File: src/rtl/dmem_arb_pkg.sv
// dmem_arb_pkg: shared state/owner encodings and default widths for the data memory arbiter
package dmem_arb_pkg;
  localparam int ADDR_W_DEF = 8;
  localparam int DATA_W_DEF = 16;
  typedef enum logic [1:0] {IDLE = 2'd0, ACCESS = 2'd1, RESP = 2'd2} state_t;
  typedef enum logic {CPU = 1'b0, DBG = 1'b1} owner_t;
endpackage

File: src/rtl/dmem_rr_pick.sv
// dmem_rr_pick: two-way round-robin picker; req/gnt bit0 = cpu, bit1 = dbg; on a tie the side not granted last wins
module dmem_rr_pick
  import dmem_arb_pkg::*;
(
  input  logic [1:0] req,
  input  owner_t     last,
  output logic [1:0] gnt
);
  assign gnt[0] = req[0] & (~req[1] | (last == DBG));
  assign gnt[1] = req[1] & (~req[0] | (last == CPU));
endmodule

File: src/rtl/dmem_arbiter.sv
// dmem_arbiter: arbitrates cpu and debug ports onto one synchronous data RAM
// ports: clk, rst_n (async active-low); cpu_*/dbg_* request ports (req/wr/addr/wdata in, gnt/rdata/rvalid out);
//        mem_addr/mem_wdata/mem_wr registered to RAM, mem_rdata from RAM; arb_state current state code
module dmem_arbiter
  import dmem_arb_pkg::*;
#(
  parameter int ADDR_W = ADDR_W_DEF,
  parameter int DATA_W = DATA_W_DEF
) (
  input  logic              clk,
  input  logic              rst_n,
  input  logic              cpu_req,
  input  logic              cpu_wr,
  input  logic [ADDR_W-1:0] cpu_addr,
  input  logic [DATA_W-1:0] cpu_wdata,
  output logic              cpu_gnt,
  output logic [DATA_W-1:0] cpu_rdata,
  output logic              cpu_rvalid,
  input  logic              dbg_req,
  input  logic              dbg_wr,
  input  logic [ADDR_W-1:0] dbg_addr,
  input  logic [DATA_W-1:0] dbg_wdata,
  output logic              dbg_gnt,
  output logic [DATA_W-1:0] dbg_rdata,
  output logic              dbg_rvalid,
  output logic [ADDR_W-1:0] mem_addr,
  output logic [DATA_W-1:0] mem_wdata,
  output logic              mem_wr,
  input  logic [DATA_W-1:0] mem_rdata,
  output logic [1:0]        arb_state
);
  state_t state;
  owner_t owner, last;
  logic [DATA_W-1:0] cpu_rdata_q, dbg_rdata_q;
  logic [1:0] req_m, gnt;
  logic decide;
  // an ACCESS cycle with mem_wr low is a read, which must go through RESP before the next decision
  assign decide = (state == IDLE) | (state == RESP) | ((state == ACCESS) & mem_wr);
  // the owner still holds req during its grant cycle; that req is already served
  assign req_m = {dbg_req & ~((state == ACCESS) & (owner == DBG)),
                  cpu_req & ~((state == ACCESS) & (owner == CPU))};
  dmem_rr_pick u_pick (.req(req_m), .last(last), .gnt(gnt));
  // RAM data appears during RESP, so it is passed straight through and captured for holding
  assign cpu_rdata = cpu_rvalid ? mem_rdata : cpu_rdata_q;
  assign dbg_rdata = dbg_rvalid ? mem_rdata : dbg_rdata_q;
  assign arb_state = state;
  always_ff @(posedge clk or negedge rst_n) begin
    if (!rst_n) begin
      state       <= IDLE;
      owner       <= CPU;
      last        <= DBG;
      cpu_gnt     <= 1'b0;
      dbg_gnt     <= 1'b0;
      cpu_rvalid  <= 1'b0;
      dbg_rvalid  <= 1'b0;
      mem_wr      <= 1'b0;
      mem_addr    <= '0;
      mem_wdata   <= '0;
      cpu_rdata_q <= '0;
      dbg_rdata_q <= '0;
    end else begin
      cpu_gnt    <= 1'b0;
      dbg_gnt    <= 1'b0;
      cpu_rvalid <= 1'b0;
      dbg_rvalid <= 1'b0;
      mem_wr     <= 1'b0;
      if (cpu_rvalid) cpu_rdata_q <= mem_rdata;
      if (dbg_rvalid) dbg_rdata_q <= mem_rdata;
      if (decide && |gnt) begin
        state     <= ACCESS;
        owner     <= gnt[1] ? DBG : CPU;
        last      <= gnt[1] ? DBG : CPU;
        cpu_gnt   <= gnt[0];
        dbg_gnt   <= gnt[1];
        mem_wr    <= gnt[1] ? dbg_wr : cpu_wr;
        mem_addr  <= gnt[1] ? dbg_addr : cpu_addr;
        mem_wdata <= gnt[1] ? dbg_wdata : cpu_wdata;
      end else if (state == ACCESS && !mem_wr) begin
        state      <= RESP;
        cpu_rvalid <= owner == CPU;
        dbg_rvalid <= owner == DBG;
      end else begin
        state <= IDLE;
      end
    end
  end
endmodule

File: config.mk
export PLATFORM = sky130hd
export DESIGN_NAME = dmem_arbiter
export DESIGN_NICKNAME = d
export VERILOG_FILES = /design/src/rtl/dmem_arb_pkg.sv /design/src/rtl/dmem_rr_pick.sv /design/src/rtl/dmem_arbiter.sv
export SDC_FILE = /design/constraint.sdc
export NUM_CORES = 1
export LEC_CHECK = 0
export ABC_AREA = 1
export BUFFER_PORTS_ARGS = -buffer_cell sky130_fd_sc_hd__buf_2
export CORE_MARGIN = 4
export CORE_UTILIZATION = 47
export CTS_CLUSTER_SIZE = 10
export DETAILED_ROUTE_END_ITERATION = 6
export GPL_TIMING_DRIVEN = 0
export PLACE_DENSITY = 0.89
export SYNTH_ARGS = -nofsm -noshare
export SYNTH_HDL_FRONTEND = slang
export SYNTH_SLANG_ARGS = --single-unit
File: constraint.sdc
create_clock -name clk -period 1.8 [get_ports clk]
set_input_delay 0.36 -clock clk [delete_from_list [all_inputs] [get_ports clk]]
set_output_delay 0.36 -clock clk [all_outputs]
set_load 0.02 [all_outputs]
# Word-level counts from Yosys, hierarchy flattened
# Cells that the tools add are included.
[totals]
reg_bits = 65
wordCells = 51
[classes]
bitwise = 17
mux = 15
n_reduce_logical = 5
eq_ne = 2
[ops]
columns = ["operator", "count"]
rows = [
  ["2-to-1 mux 16 bit", 3],
  ["2-to-1 mux 1 bit", 9],
  ["2-to-1 mux 8 bit", 1],
  ["AND 1 bit", 7],
  ["NOT 1 bit", 6],
  ["2-to-1 mux 2 bit", 2],
  ["bitwise OR 1 bit", 4],
  ["equality test 2 x 1 -> 1 bit (second input constant)", 1],
  ["equality test 2 bit (second input constant)", 1],
  ["logical AND 1 bit", 2],
  ["zero test 2 bit", 1],
  ["OR reduction 2 bit", 1],
  ["zero test 1 bit", 1],
]

# Logic depth before layout (Yosys ltp)
[depth]
word_depth = 10
depth_mapped = 9

# Modules after synthesis
# Synthesis repeated with hierarchy kept, for this count alone.
[hier_totals]
hier_cells = 289
area_unflattened_um2 = 2813.9
[by_module_without_submodules]
columns = ["mod", "cells_per_inst", "area_per_inst_um2", "n_inst"]
rows = [
  ["dmem_arbiter", 285, 2786.4, 1],
  ["dmem_rr_pick", 4, 27.5, 1],
]

# Least setup slack after synthesis
# Ideal clock, no wire load.
[synth_timing]
kind = "reg-to-output"
from = "register cpu_rvalid"
to = "output cpu_rdata[10]"
t_arrival_ns = 1.266
slack_ns = 0.174
path_stages_with_launch = 4
required_ns = 1.440
path_cell_list = "dfrtp_1 > buf_2 > buf_2 > mux2_2"
[synth_between]
elab_chain_cells = 1
[synth_lines]
columns = ["item", "line", "rtl"]
rows = [
  ["start, declared", "dmem_arbiter.sv:18", "output logic cpu_rvalid,"],
  ["start signal, assigned", "dmem_arbiter.sv:54", "cpu_rvalid <= 1'b0;"],
  ["start signal, assigned", "dmem_arbiter.sv:64", "cpu_rvalid <= 1'b0;"],
  ["start signal, assigned", "dmem_arbiter.sv:80", "cpu_rvalid <= owner == CPU;"],
  ["2-to-1 mux 16 bit", "dmem_arbiter.sv:44", "assign cpu_rdata = cpu_rvalid ? mem_rdata : cpu_rdata_q;"],
  ["end, declared", "dmem_arbiter.sv:17", "output logic [DATA_W-1:0] cpu_rdata,"],
]
# No other way between the ends.

# Worst setup path after layout
[layout_timing]
from = "register cpu_rvalid"
to = "output cpu_rdata[11]"
# The elaborated chain is that of the path after synthesis.

==> results.ini <==
[cells_and_area]
antenna_cells = 0
fillerInstances = 417
final_cell_mix = 108 x buf_2, 76 x nand3_1, 64 x dfrtp_1
syn_to_final_growth_pct = 49.0
layout-drive-gt1-share = 0.472
mostFrequentLayoutCell = buf_2
regArea_um2 = 1630
multi_input_area_um2 = 1140
final_cells = 550
final_nets = 540

[route]
drtIter0Drc = 145
firstDrtPassIters = 4
drc = 0
viasPerCell = 5.07
wl_um = 9280
vias = 2790
ant_nets = 0
detail_route.wl_per_cell_um = 16.9

[placement]
gp_congestion = 0.800
place_inst = 514
port_buffers = 132
dp_hpwl_um = 5670
pre_cts_ws_ns = 0.0702

[cts]
root_buffer = clkbuf_8
cts_buffers = 9
clock_sinks = 65
h-tree-depth = 3
clkLatencyLatePin_ns = 0.33
ctsHoldBuffers = 0
cts.clk_slew.worst_paths_ns = 0.07
cts_buffer_depth = 2
cts_tree = built

[critical_path]
ff2ff_path_depth = 7
reg2reg_to = mem_wdata[10]$_DFFE_PN0P_
path_buf_inv = 3
critPathCaptureType = output pin
critPathKind = reg -> out
crit_fanout = 6
crit_top_cell = buf_6
startpoint_type = flop
crit_path_max_incr_delay_ns = 0.39
cp_data_arrival_time_ns = 1.49
critPathTopFamily = buffers and inverters
regToRegSetupSlack_ns = 0.29
worstPathCellList = buf_6, clkbuf_16, mux2_4, buf_6
r2r-start = arb_state[0]$_DFF_PN0_
slowest_stage = dfrtp_1
cp.required_ns = 1.44

[sta]
setup_violations = 26
tightest_slew_ns = 0.799
final_hold_viol_count = 0
setup_ws_ns = -0.0506
maxClockFrequency_mhz = 540
finalCritPeriodShare = 1.03
fin_crit_ns = 1.85
slew_headroom = 0.468
finalMaxSlewViolations = 0
rsz0062_at_grt = true
skew_ns = 0.00968

[pwr]
p_leak_nw = 2.51
pwr_density_cell_nw_per_um2 = 2170
vdd_drop_max_uv = 1680

[die]
io_pins = 133
die-area_um2 = 7630
num_rows = 28
die_w_um = 87.4
die_h_um = 87.4
start_util = 0.491
fp.coreArea_um2 = 6030

[outcome]
status = finished, violations left
failed_checks = negative setup slack

[grt]
grt-ovfl-total = 0
grt_max_degree = 66
antenna_found_initial = 0
grt_first_pass_wirelength_um = 12400
grt_usage = 0.214
grt_pass1_vias = 2597

[synthesis]
synth_nets = 377
yosysWarnings = 0
synth_seq_cells = 65
synth_area_um2 = 2960
synthCells = 307
syn_avg_cell_area_um2 = 9.64
ys_seq_area_frac = 0.550
synth_cell_types = 18

[min_path]
hold_class = in -> async

[flow_run]
cap_violations = 0

## where the power goes
group | total [W] | switching [W] | internal (W) | leakage, nW
logic | 0.00586 | 0.00310 | 0.00276 | 1.64
registers | 0.00260 | 0.000380 | 0.00222 | 0.781
clock network | 0.00109 | 0.000562 | 0.000533 | 0.0891
## registers in the layout, indices dropped and copies added (netlist names)
register / count
mem_addr: 8
cpu_gnt: 1
dbg_rvalid: 1
cpu_rvalid: 1
owner: 1
mem_wdata: 16
arb_state: 2
dbg_gnt: 1
cpu_rdata_q: 16
dbg_rdata_q: 16
last: 1
mem_wr: 1
## final cells by class
cell class                 instances  area share
buffer                            16      0.0292
clock buffer                      11      0.0320
clock inverter                     5     0.00709
inverter                          55      0.0468
multi-input combinational        171       0.258
sequential                        65       0.369
tap                               75      0.0213
timing repair buffer             152       0.237
## how the worst max path moves through the flow
stage	from	to	slack [ns]	cells past startpoint
finish	cpu_rvalid$_DFF_PN0_	cpu_rdata[11]	-0.05	4
CTS	cpu_rvalid$_DFF_PN0_	cpu_rdata[14]	-0.05	4
floorplan	cpu_rvalid$_DFF_PN0_	cpu_rdata[10]	0.17	3
detailed placement	cpu_rvalid$_DFF_PN0_	cpu_rdata[9]	0.07	4
global route	dbg_rvalid$_DFF_PN0_	dbg_rdata[14]	-0.1	4
global placement	cpu_rvalid$_DFF_PN0_	cpu_rdata[9]	0.07	4
## cells in the mapped netlist, drive strengths merged
| cell | n | area share |
|---|---|---|
| dfrtp | 64 | 0.54 |
| o21ai | 3 | 0.0063 |
| clkbuf | 1 | 0.0013 |
| nand2 | 52 | 0.071 |
| inv | 55 | 0.070 |
| a21oi | 1 | 0.0017 |
| mux2 | 32 | 0.12 |
| nor2 | 2 | 0.0025 |
| nand3 | 80 | 0.14 |
| a21boi | 1 | 0.0025 |
| buf | 15 | 0.031 |
| dfstp | 1 | 0.0089 |
## worst reg2reg max path, cell delays in order, from the launching register on
cell and delay [ns]:
dfrtp_1 0.44, nand3_1 0.15, nand2_1 0.08, inv_2 0.18, buf_2 0.28, nand3_1 0.12, nand3_1 0.11, nand2_1 0.05
## cells by family (layout without fill, tap and decap cells)
kind of cell,after synthesis,in the layout,share of synthesized area
AND/OR/NAND/NOR,134,134,0.216
flip-flops,65,65,0.550
multiplexers,32,32,0.122
buffers and inverters,71,239,0.102
AO/OA/AOI/OAI,5,5,0.0106
## through the flow
| step | hold slack (ns) | utilization | total power, W | TNS [ns] | instance area, um^2 |
|---|---|---|---|---|---|
| after floorplan | 0.0644 | - | 0.00537 | 0 | 2960 |
| after global placement | 0.449 | 0.616 | 0.00664 | 0 | 3710 |
| after detailed placement | 0.466 | 0.616 | 0.00680 | 0 | 3710 |
| after CTS | 0.276 | 0.664 | 0.00815 | -0.898 | 4000 |
| after global routing | 0.190 | 0.732 | 0.0101 | -2.04 | 4410 |
| final | 0.122 | 0.732 | 0.00955 | -0.620 | 4410 |
## per-layer routing
layer | wire length, um | part of all wire | vias to the layer above | global-route usage
met5 | 0 | 0 | - | 0
met4 | 133 | 0.014 | 0 | 0.0669
met3 | 880 | 0.095 | 16 | 0.0681
met2 | 4420 | 0.48 | 150 | 0.364
met1 | 3840 | 0.41 | 1320 | 0.257
li1 | - | - | 1304 | -
## what timing repair did
action | 4_1_cts | 5_1_grt
setup buffers | 6 | 12
endpoints found under the setup margin | 20 | 30
gates resized for setup | 22 | 79
endpoints found under the hold margin | 0 | 0
gates cloned | 0 | 2
Note: power is estimated with default switching activity, not from simulation.
